## config.mk

```make
export PLATFORM = sky130hd
export DESIGN_NAME = mem_stream_reader
export DESIGN_NICKNAME = d
export VERILOG_FILES = /design/src/rtl/mem_stream_reader_pkg.sv /design/src/rtl/mem_stream_reader.sv
export SDC_FILE = /design/constraint.sdc
export NUM_CORES = 1
export LEC_CHECK = 0
export CAP_MARGIN = 20
export CORE_MARGIN = 1.5
export CORE_UTILIZATION = 56
export DETAILED_ROUTE_END_ITERATION = 12
export PLACE_DENSITY = 0.85
export RECOVER_POWER = 25
export SETUP_SLACK_MARGIN = 0.4
export SLEW_MARGIN = 20
export SYNTH_ARGS = -nofsm -noshare
export SYNTH_HDL_FRONTEND = slang
export SYNTH_SLANG_ARGS = --single-unit
```

## constraint.sdc

```tcl
create_clock -name clk -period 6.55 [get_ports clk]
set_input_delay 1.31 -clock clk [delete_from_list [all_inputs] [get_ports clk]]
set_output_delay 1.31 -clock clk [all_outputs]
set_load 0.02 [all_outputs]
```

## src/rtl/mem_stream_reader_pkg.sv

```systemverilog
// Shared types and constants for the data-memory stream reader.
package mem_stream_pkg;

  localparam int WORD_BYTES = 4;
  localparam int BYTE_IDX_W = 2;

  typedef enum logic [1:0] {
    IDLE  = 2'd0,
    FETCH = 2'd1,
    SEND  = 2'd2,
    DONE  = 2'd3
  } state_t;

  // One stream beat as presented to the sink.
  typedef struct packed {
    logic [31:0] data;
    logic        last;
  } beat_t;

  // Pick byte idx of a word, byte 0 being the least significant.
  function automatic logic [7:0] byte_sel(input logic [31:0]           w,
                                          input logic [BYTE_IDX_W-1:0] idx);
    logic [7:0] b;
    case (idx)
      2'd0:    b = w[7:0];
      2'd1:    b = w[15:8];
      2'd2:    b = w[23:16];
      default: b = w[31:24];
    endcase
    return b;
  endfunction

endpackage

```

## src/rtl/mem_stream_reader.sv

```systemverilog
// Read-only memory bus initiator: walks a word region and streams it out
// as word beats or LSB-first byte beats over valid/ready.
module mem_stream_reader
  import mem_stream_pkg::*;
#(
  parameter int CNT_W = 9
) (
  input  logic             clk,
  input  logic             rst_n,
  input  logic             start,
  input  logic [31:0]      base_addr,
  input  logic [CNT_W-1:0] word_count,
  input  logic             byte_mode,
  output logic [31:0]      mem_a,
  output logic             mem_we,
  input  logic [31:0]      mem_rd,
  output logic             out_valid,
  input  logic             out_ready,
  output logic [31:0]      out_data,
  output logic             out_last,
  output logic             busy,
  output logic             done
);

  state_t                state_q, state_d;
  logic [31:0]           base_q, base_d;
  logic [CNT_W-1:0]      count_q, count_d;
  logic                  byte_mode_q, byte_mode_d;
  logic [CNT_W-1:0]      word_idx_q, word_idx_d;
  logic [BYTE_IDX_W-1:0] byte_idx_q, byte_idx_d;
  logic [31:0]           hold_q, hold_d;
  logic [31:0]           mem_a_q, mem_a_d;
  logic                  valid_q, valid_d;
  beat_t                 beat_q, beat_d;
  logic                  busy_q, busy_d;
  logic                  done_q, done_d;

  logic                  last_word;
  logic [CNT_W-1:0]      word_idx_nxt;

  assign last_word    = (word_idx_q == count_q - CNT_W'(1));
  assign word_idx_nxt = word_idx_q + CNT_W'(1);

  // Next-state and next-output logic for the FETCH/SEND walk.
  always_comb begin
    // NOTE: every signal gets a default before the case so no path infers a latch.
    state_d     = state_q;
    base_d      = base_q;
    count_d     = count_q;
    byte_mode_d = byte_mode_q;
    word_idx_d  = word_idx_q;
    byte_idx_d  = byte_idx_q;
    hold_d      = hold_q;
    mem_a_d     = mem_a_q;
    valid_d     = valid_q;
    beat_d      = beat_q;
    busy_d      = busy_q;
    done_d      = 1'b0;

    case (state_q)
      IDLE: begin
        if (start) begin
          if (word_count != '0) begin
            state_d     = FETCH;
            base_d      = base_addr & ~32'h3;
            count_d     = word_count;
            byte_mode_d = byte_mode;
            word_idx_d  = '0;
            mem_a_d     = base_addr & ~32'h3;
            busy_d      = 1'b1;
          end else begin
            state_d = DONE;
            done_d  = 1'b1;
          end
        end
      end

      FETCH: begin
        hold_d      = mem_rd;
        byte_idx_d  = '0;
        state_d     = SEND;
        valid_d     = 1'b1;
        beat_d.data = byte_mode_q ? {24'h0, mem_rd[7:0]} : mem_rd;
        beat_d.last = last_word && !byte_mode_q;
      end

      SEND: begin
        if (out_ready) begin
          if (byte_mode_q && (byte_idx_q != '1)) begin
            byte_idx_d  = byte_idx_q + BYTE_IDX_W'(1);
            beat_d.data = {24'h0, byte_sel(hold_q, byte_idx_d)};
            beat_d.last = last_word && (byte_idx_d == '1);
          end else begin
            valid_d    = 1'b0;
            beat_d     = '0;
            word_idx_d = word_idx_nxt;
            if (last_word) begin
              state_d = DONE;
              busy_d  = 1'b0;
              done_d  = 1'b1;
            end else begin
              state_d = FETCH;
              // Byte address arithmetic wraps naturally modulo 2^32.
              mem_a_d = base_q + 32'(WORD_BYTES) * 32'(word_idx_nxt);
            end
          end
        end
      end

      DONE: begin
        state_d = IDLE;
      end

      default: state_d = IDLE;
    endcase
  end

  // State and registered outputs; reset aborts any transfer in flight.
  always_ff @(posedge clk or negedge rst_n) begin
    if (!rst_n) begin
      state_q     <= IDLE;
      base_q      <= '0;
      count_q     <= '0;
      byte_mode_q <= 1'b0;
      word_idx_q  <= '0;
      byte_idx_q  <= '0;
      hold_q      <= '0;
      mem_a_q     <= '0;
      valid_q     <= 1'b0;
      beat_q      <= '0;
      busy_q      <= 1'b0;
      done_q      <= 1'b0;
    end else begin
      // NOTE: non-blocking assignments so every flop samples pre-edge values.
      state_q     <= state_d;
      base_q      <= base_d;
      count_q     <= count_d;
      byte_mode_q <= byte_mode_d;
      word_idx_q  <= word_idx_d;
      byte_idx_q  <= byte_idx_d;
      hold_q      <= hold_d;
      mem_a_q     <= mem_a_d;
      valid_q     <= valid_d;
      beat_q      <= beat_d;
      busy_q      <= busy_d;
      done_q      <= done_d;
    end
  end

  assign mem_a     = mem_a_q;
  assign mem_we    = 1'b0;
  assign out_valid = valid_q;
  assign out_data  = beat_q.data;
  assign out_last  = beat_q.last;
  assign busy      = busy_q;
  assign done      = done_q;

endmodule

```

# Word-level counts from Yosys, hierarchy flattened
# Index checks and enable logic that the tools add are counted.
[word_totals]
register_bits = 153
input_bits = 78
out_inout_bits = 69
elab_cells = 89
[classes]
n_addsub = 4
eq_ne = 15
mux = 40
reduce_logical = 17
[ops]
columns = ["cell", "n"]
rows = [
  ["32-bit two-way mux", 6],
  ["33-bit case mux with 2 select lines", 1],
  ["32-bit case mux with 2 select lines", 1],
  ["9-bit two-way mux", 5],
  ["33-bit two-way mux", 1],
  ["32-bit by 11-bit adder with 32-bit output", 1],
  ["8-bit case mux with 3 select lines", 1],
  ["9-bit case mux with 2 select lines", 1],
  ["2-bit != test, second input constant", 8],
  ["2-bit two-way mux", 7],
  ["1-bit two-way mux", 12],
  ["3-bit AND reduction", 4],
  ["6-bit AND reduction", 2],
  ["9-bit by 1-bit adder with 9-bit output, second input constant", 1],
  ["9-bit equality test", 1],
  ["9-bit nonzero test", 1],
  ["9-bit by 1-bit subtractor with 9-bit output, second input constant", 1],
  ["2-bit equality test, second input constant", 4],
  ["2-bit case mux with 4 select lines", 1],
  ["1-bit case mux with 2 select lines", 3],
  ["5-bit AND reduction", 1],
  ["2-bit by 1-bit equality test with 1-bit output, second input constant", 2],
  ["2-bit logical NOT", 2],
  ["2-bit case mux with 2 select lines", 1],
  ["5 further kinds", 8],
]

# Logic depth before layout (Yosys ltp)
[depth]
ltp_word = 6
depth_mapped = 14
ltp_nobuf = 12

# Worst setup path before layout
# No wires, ideal clock.
[synth_path]
path_kind = "flip-flop to flip-flop"
startpoint = "register word_idx_q[2]"
endpoint = "register mem_a_q[27] (netlist: mem_a[27])"
setup_ns = 0.126
arrival_ns = 2.829
t_required_ns = 6.424
path_slack_ns = 3.595
stages_incl_launch_ff = 14
n_path_buf = 1
synth_period_minus_slack_ns = 2.955
path_cell_list = "dfrtp_1 clkbuf_1 and3_1 and3_1 nand3_1 xnor2_1 ha_1 nand2_1 o21a_1 nand2b_1 a211oi_1 xor2_1 and3_1 a221o_1"
[synth_between]
elab_chain_len = 6
word_cells_on_any_way = 9
cone_classes = "add/sub (2); eq/ne (2); mux (4); reduce/logical (1)"
[synth_lines]
columns = ["item", "line", "text"]
rows = [
  ["start: declaration", "mem_stream_reader.sv:29", "logic [CNT_W-1:0] word_idx_q, word_idx_d;"],
  ["start signal: assignment", "mem_stream_reader.sv:139", "word_idx_q <= word_idx_d;"],
  ["9-bit by 1-bit adder with 9-bit output", "mem_stream_reader.sv:42", "assign word_idx_nxt = word_idx_q + CNT_W'(1);"],
  ["32-bit by 11-bit adder with 32-bit output", "mem_stream_reader.sv:104", "mem_a_d = base_q + 32'(WORD_BYTES) * 32'(word_idx_nxt);"],
  ["32-bit two-way mux", "mem_stream_reader.sv:97", "if (last_word) begin"],
  ["32-bit two-way mux", "mem_stream_reader.sv:89", "if (byte_mode_q && (byte_idx_q != '1)) begin"],
  ["32-bit two-way mux", "mem_stream_reader.sv:88", "if (out_ready) begin"],
  ["32-bit case mux with 2 select lines", "mem_stream_reader.sv:60", "case (state_q)"],
  ["end signal: assignment", "mem_stream_reader.sv:142", "mem_a_q <= mem_a_d;"],
  ["end: declaration", "mem_stream_reader.sv:32", "logic [31:0] mem_a_q, mem_a_d;"],
]
# Several ways; a longest one is shown, not always the timed one. The select of a mux whose other input is x is not followed.
# A chain may end at the register's enable or synchronous reset.

# Worst setup path after layout
[layout_path]
startpoint = "register word_idx_q[0]"
endpoint = "register mem_a_q[29] (netlist: mem_a[29])"
# Same word-level chain as after synthesis.

==> impl_metrics.json <==
{
  "drtAntennaViolNets": 0,
  "finalHoldViolCount": 0,
  "ios": 147,
  "clock_latency_ns": 0.43,
  "grt_pass1_wl_um": 31500,
  "rows": 42,
  "ys.flop_type": "dfrtp_1",
  "fmax_mhz": 287,
  "arrival_ns": 3.80,
  "cp_num_buf_inv": 0,
  "final_nets": 966,
  "finalSetupViolCount": 0,
  "drive_above_1_share": 0.123,
  "overflow": 0,
  "fin_crit_ns": 3.49,
  "fin_crit_sh": 0.533,
  "p_leak_nw": 4.27,
  "critPathMaxFanout": 10,
  "worstSetupPathType": "reg -> reg",
  "syn-cell-area_um2": 7540,
  "first_iter_violations": 428,
  "hold_depth": 2,
  "max_stage_delay_ns": 0.48,
  "hp-start": "base_q[7]$_DFFE_PN0P_",
  "die_y_um": 119,
  "synth_area_per_cell_um2": 10.1,
  "instances_no_fill": 1059,
  "cts_buffer_depth": 2,
  "slowest_stage": "dfrtp_1",
  "cp_cell_sequence": "ha_1 > and3_1 > nand3_1 > xnor2_1 > ha_1 > a21oi_1 > o21a_1 > nand2b_1 > a211oi_1 > xnor2_1 > o21ai_0 > mux2_2",
  "drc": 0,
  "crit_family": "adder cells",
  "rr_startpoint": "word_idx_q[0]$_DFFE_PN0P_",
  "dieArea_um2": 14200,
  "numCtsBuffers": 17,
  "cts_num_sinks": 151,
  "groute.usage.overall": 0.283,
  "ys_types": 59,
  "start_util": 0.572,
  "cts_tree": "done",
  "r2r_cells": 12,
  "drt_wl_total_um": 18900,
  "drt-vias-per-instance": 5.86,
  "first_pass_iters": 7,
  "placed_cells": 1027,
  "clock-skew-final_ns": 0.00689,
  "portBuffers": 141,
  "path_clk_slew_ns": 0.06,
  "power_density_nw_per_um2": 491,
  "synth-seq-cells": 151,
  "synthToLayoutAreaGrowth_pct": 27.9,
  "slew_violations": 0,
  "cts_setup_buffers": 0,
  "tightest_slew_ns": 1.02,
  "cts-root-buf": "clkbuf_16",
  "tns_ns": 0,
  "crit_required_ns": 6.86,
  "grt_start_max_net_pins": 96,
  "seq_area_frac_synth": 0.501,
  "diodes": 0,
  "ys_async_sr_fraction": 1.00,
  "layout_common_cells": "nand2_1 (164), dfrtp_1 (151), clkdlybuf4s50_1 (140)",
  "drv_cap": 0,
  "die_w_um": 119,
  "grt_pass1_vias": 6378,
  "routabilityCongestion": 0.843,
  "whs_endpoint": "base_q[7]$_DFFE_PN0P_",
  "dp_hpwl_um": 12900,
  "ir_drop_mv": 0.275,
  "synth_warnings": 0,
  "slew_headroom": 0.320,
  "outcome": "finished, final reports clean",
  "final_common_cell": "nand2_1",
  "core_area_um2": 13200,
  "critPathCaptureType": "flip-flop",
  "avgRoutedWirePerCell_um": 17.9,
  "hold_path_class": "reg -> reg",
  "cts_hold_buf": 0,
  "rr_endpoint": "mem_a[29]$_DFFE_PN0P_",
  "vias": 6205,
  "cts_resized": 0,
  "antenna_found_initial": 0,
  "cp-start-kind": "flip-flop",
  "grt_setup_unrepaired": "no",
  "regToRegSetupSlack_ns": 3.06,
  "synth-edff-count": 0,
  "htree_levels": 4,
  "synthCells": 743
}
-- worst register-to-register path, cell delays in order, from the launching register on --
cell and delay, ns:
dfrtp_1 0.48, ha_1 0.32, and3_1 0.27, nand3_1 0.13, xnor2_1 0.24, ha_1 0.46, a21oi_1 0.09, o21a_1 0.18
nand2b_1 0.29, a211oi_1 0.37, xnor2_1 0.16, o21ai_0 0.09, mux2_2 0.29
-- where the power goes --
group | switching [W] | total [W] | internal, W
registers | 0.000325 | 0.00167 | 0.00135
clock network | 0.000391 | 0.000999 | 0.000608
logic | 0.00108 | 0.00207 | 0.000989
total | 0.00179 | 0.00474 | 0.00295
-- layer usage --
layer / part of all wire / GRT usage
met2: 0.49 / 0.470
met3: 0.070 / 0.0800
met1: 0.41 / 0.342
met4: 0.029 / 0.131
met5: 0 / 0
-- how the worst max path moves through the flow --
stage,from,endpoint,slack (ns),cells after the start
finish,word_idx_q[0]$_DFFE_PN0P_,mem_a[29]$_DFFE_PN0P_,3.06,12
global route,word_idx_q[0]$_DFFE_PN0P_,mem_a[29]$_DFFE_PN0P_,2.83,12
CTS,word_idx_q[0]$_DFFE_PN0P_,mem_a[29]$_DFFE_PN0P_,3.13,12
detailed placement,word_count[2],mem_a[19]$_DFFE_PN0P_,2.85,7
global placement,word_count[2],mem_a[22]$_DFFE_PN0P_,2.92,7
floorplan,word_idx_q[2]$_DFFE_PN0P_,mem_a[27]$_DFFE_PN0P_,3.59,13
-- registers in the layout, summed over array words and instances (netlist names) --
name         cells
byte_idx_q       2
out_valid        1
done             1
state_q          2
base_q          30
byte_mode_q      1
busy             1
hold_q          32
word_idx_q       9
out_last         1
out_data        32
mem_a           30
count_q          9
-- logic make-up (layout without fill, tap and decap cells) --
family,after synthesis,in the layout,share of synthesized area
muxes,63,63,0.0934
AOI/OAI and AO/OA,161,161,0.146
other,1,3,0.000497
DFF,151,151,0.501
and+or+nand+nor,258,258,0.152
xor gates and xnor gates,39,39,0.0453
buffers and inverters,52,190,0.0304
adders and majority gates,18,18,0.0309
-- metrics by stage --
step                total power (W)  hold WS, ns  area, um2   util  setup slack, ns
finish                      0.00474        0.488       9640  0.731             3.06
global route                0.00503        0.519       9640  0.731             2.83
global placement            0.00362        0.466       9040  0.686             2.92
floorplan                   0.00298        0.452       7550      -             3.59
CTS                         0.00475        0.488       9640  0.731             3.13
detailed placement          0.00373        0.474       9040  0.686             2.85
-- layout make-up --
| type | instances | area (um2) |
|---|---|---|
| Clock inverter | 12 | 150 |
| Fill cell | 906 | 3550 |
| Multi-Input combinational cell | 542 | 3540 |
| Timing Repair Buffer | 148 | 1470 |
| Clock buffer | 20 | 447 |
| Inverter | 10 | 37.5 |
| Sequential cell | 151 | 3780 |
| Tap cell | 176 | 220 |
-- synth_stat cells, drive strengths merged (2+ instances only) --
cell	n	area, um2
nor2	29	109
or3	2	17.5
nand2	164	616
and4	3	26.3
ha	17	213
a21oi	28	144
nand3b	3	22.5
a211oi	3	27.5
a222oi	8	80.1
inv	10	37.5
nand3	16	92.6
nand2b	7	43.8
a31o	2	17.5
a21o	3	23.8
o21ai	57	285
mux2	59	664
nand4	7	43.8
o221ai	2	17.5
o21a	11	82.6
nor2b	3	18.8
xnor2	21	184
o211ai	4	30.0
xor2	18	158
and3	7	43.8
dfrtp	151	3780
o2111ai	3	26.3
nor3	6	35.0
buf	9	67.6
clkbuf	33	124
a22o	31	272
mux2i	4	40.0
and2	4	25.0
(Power assumes the default switching activity.)
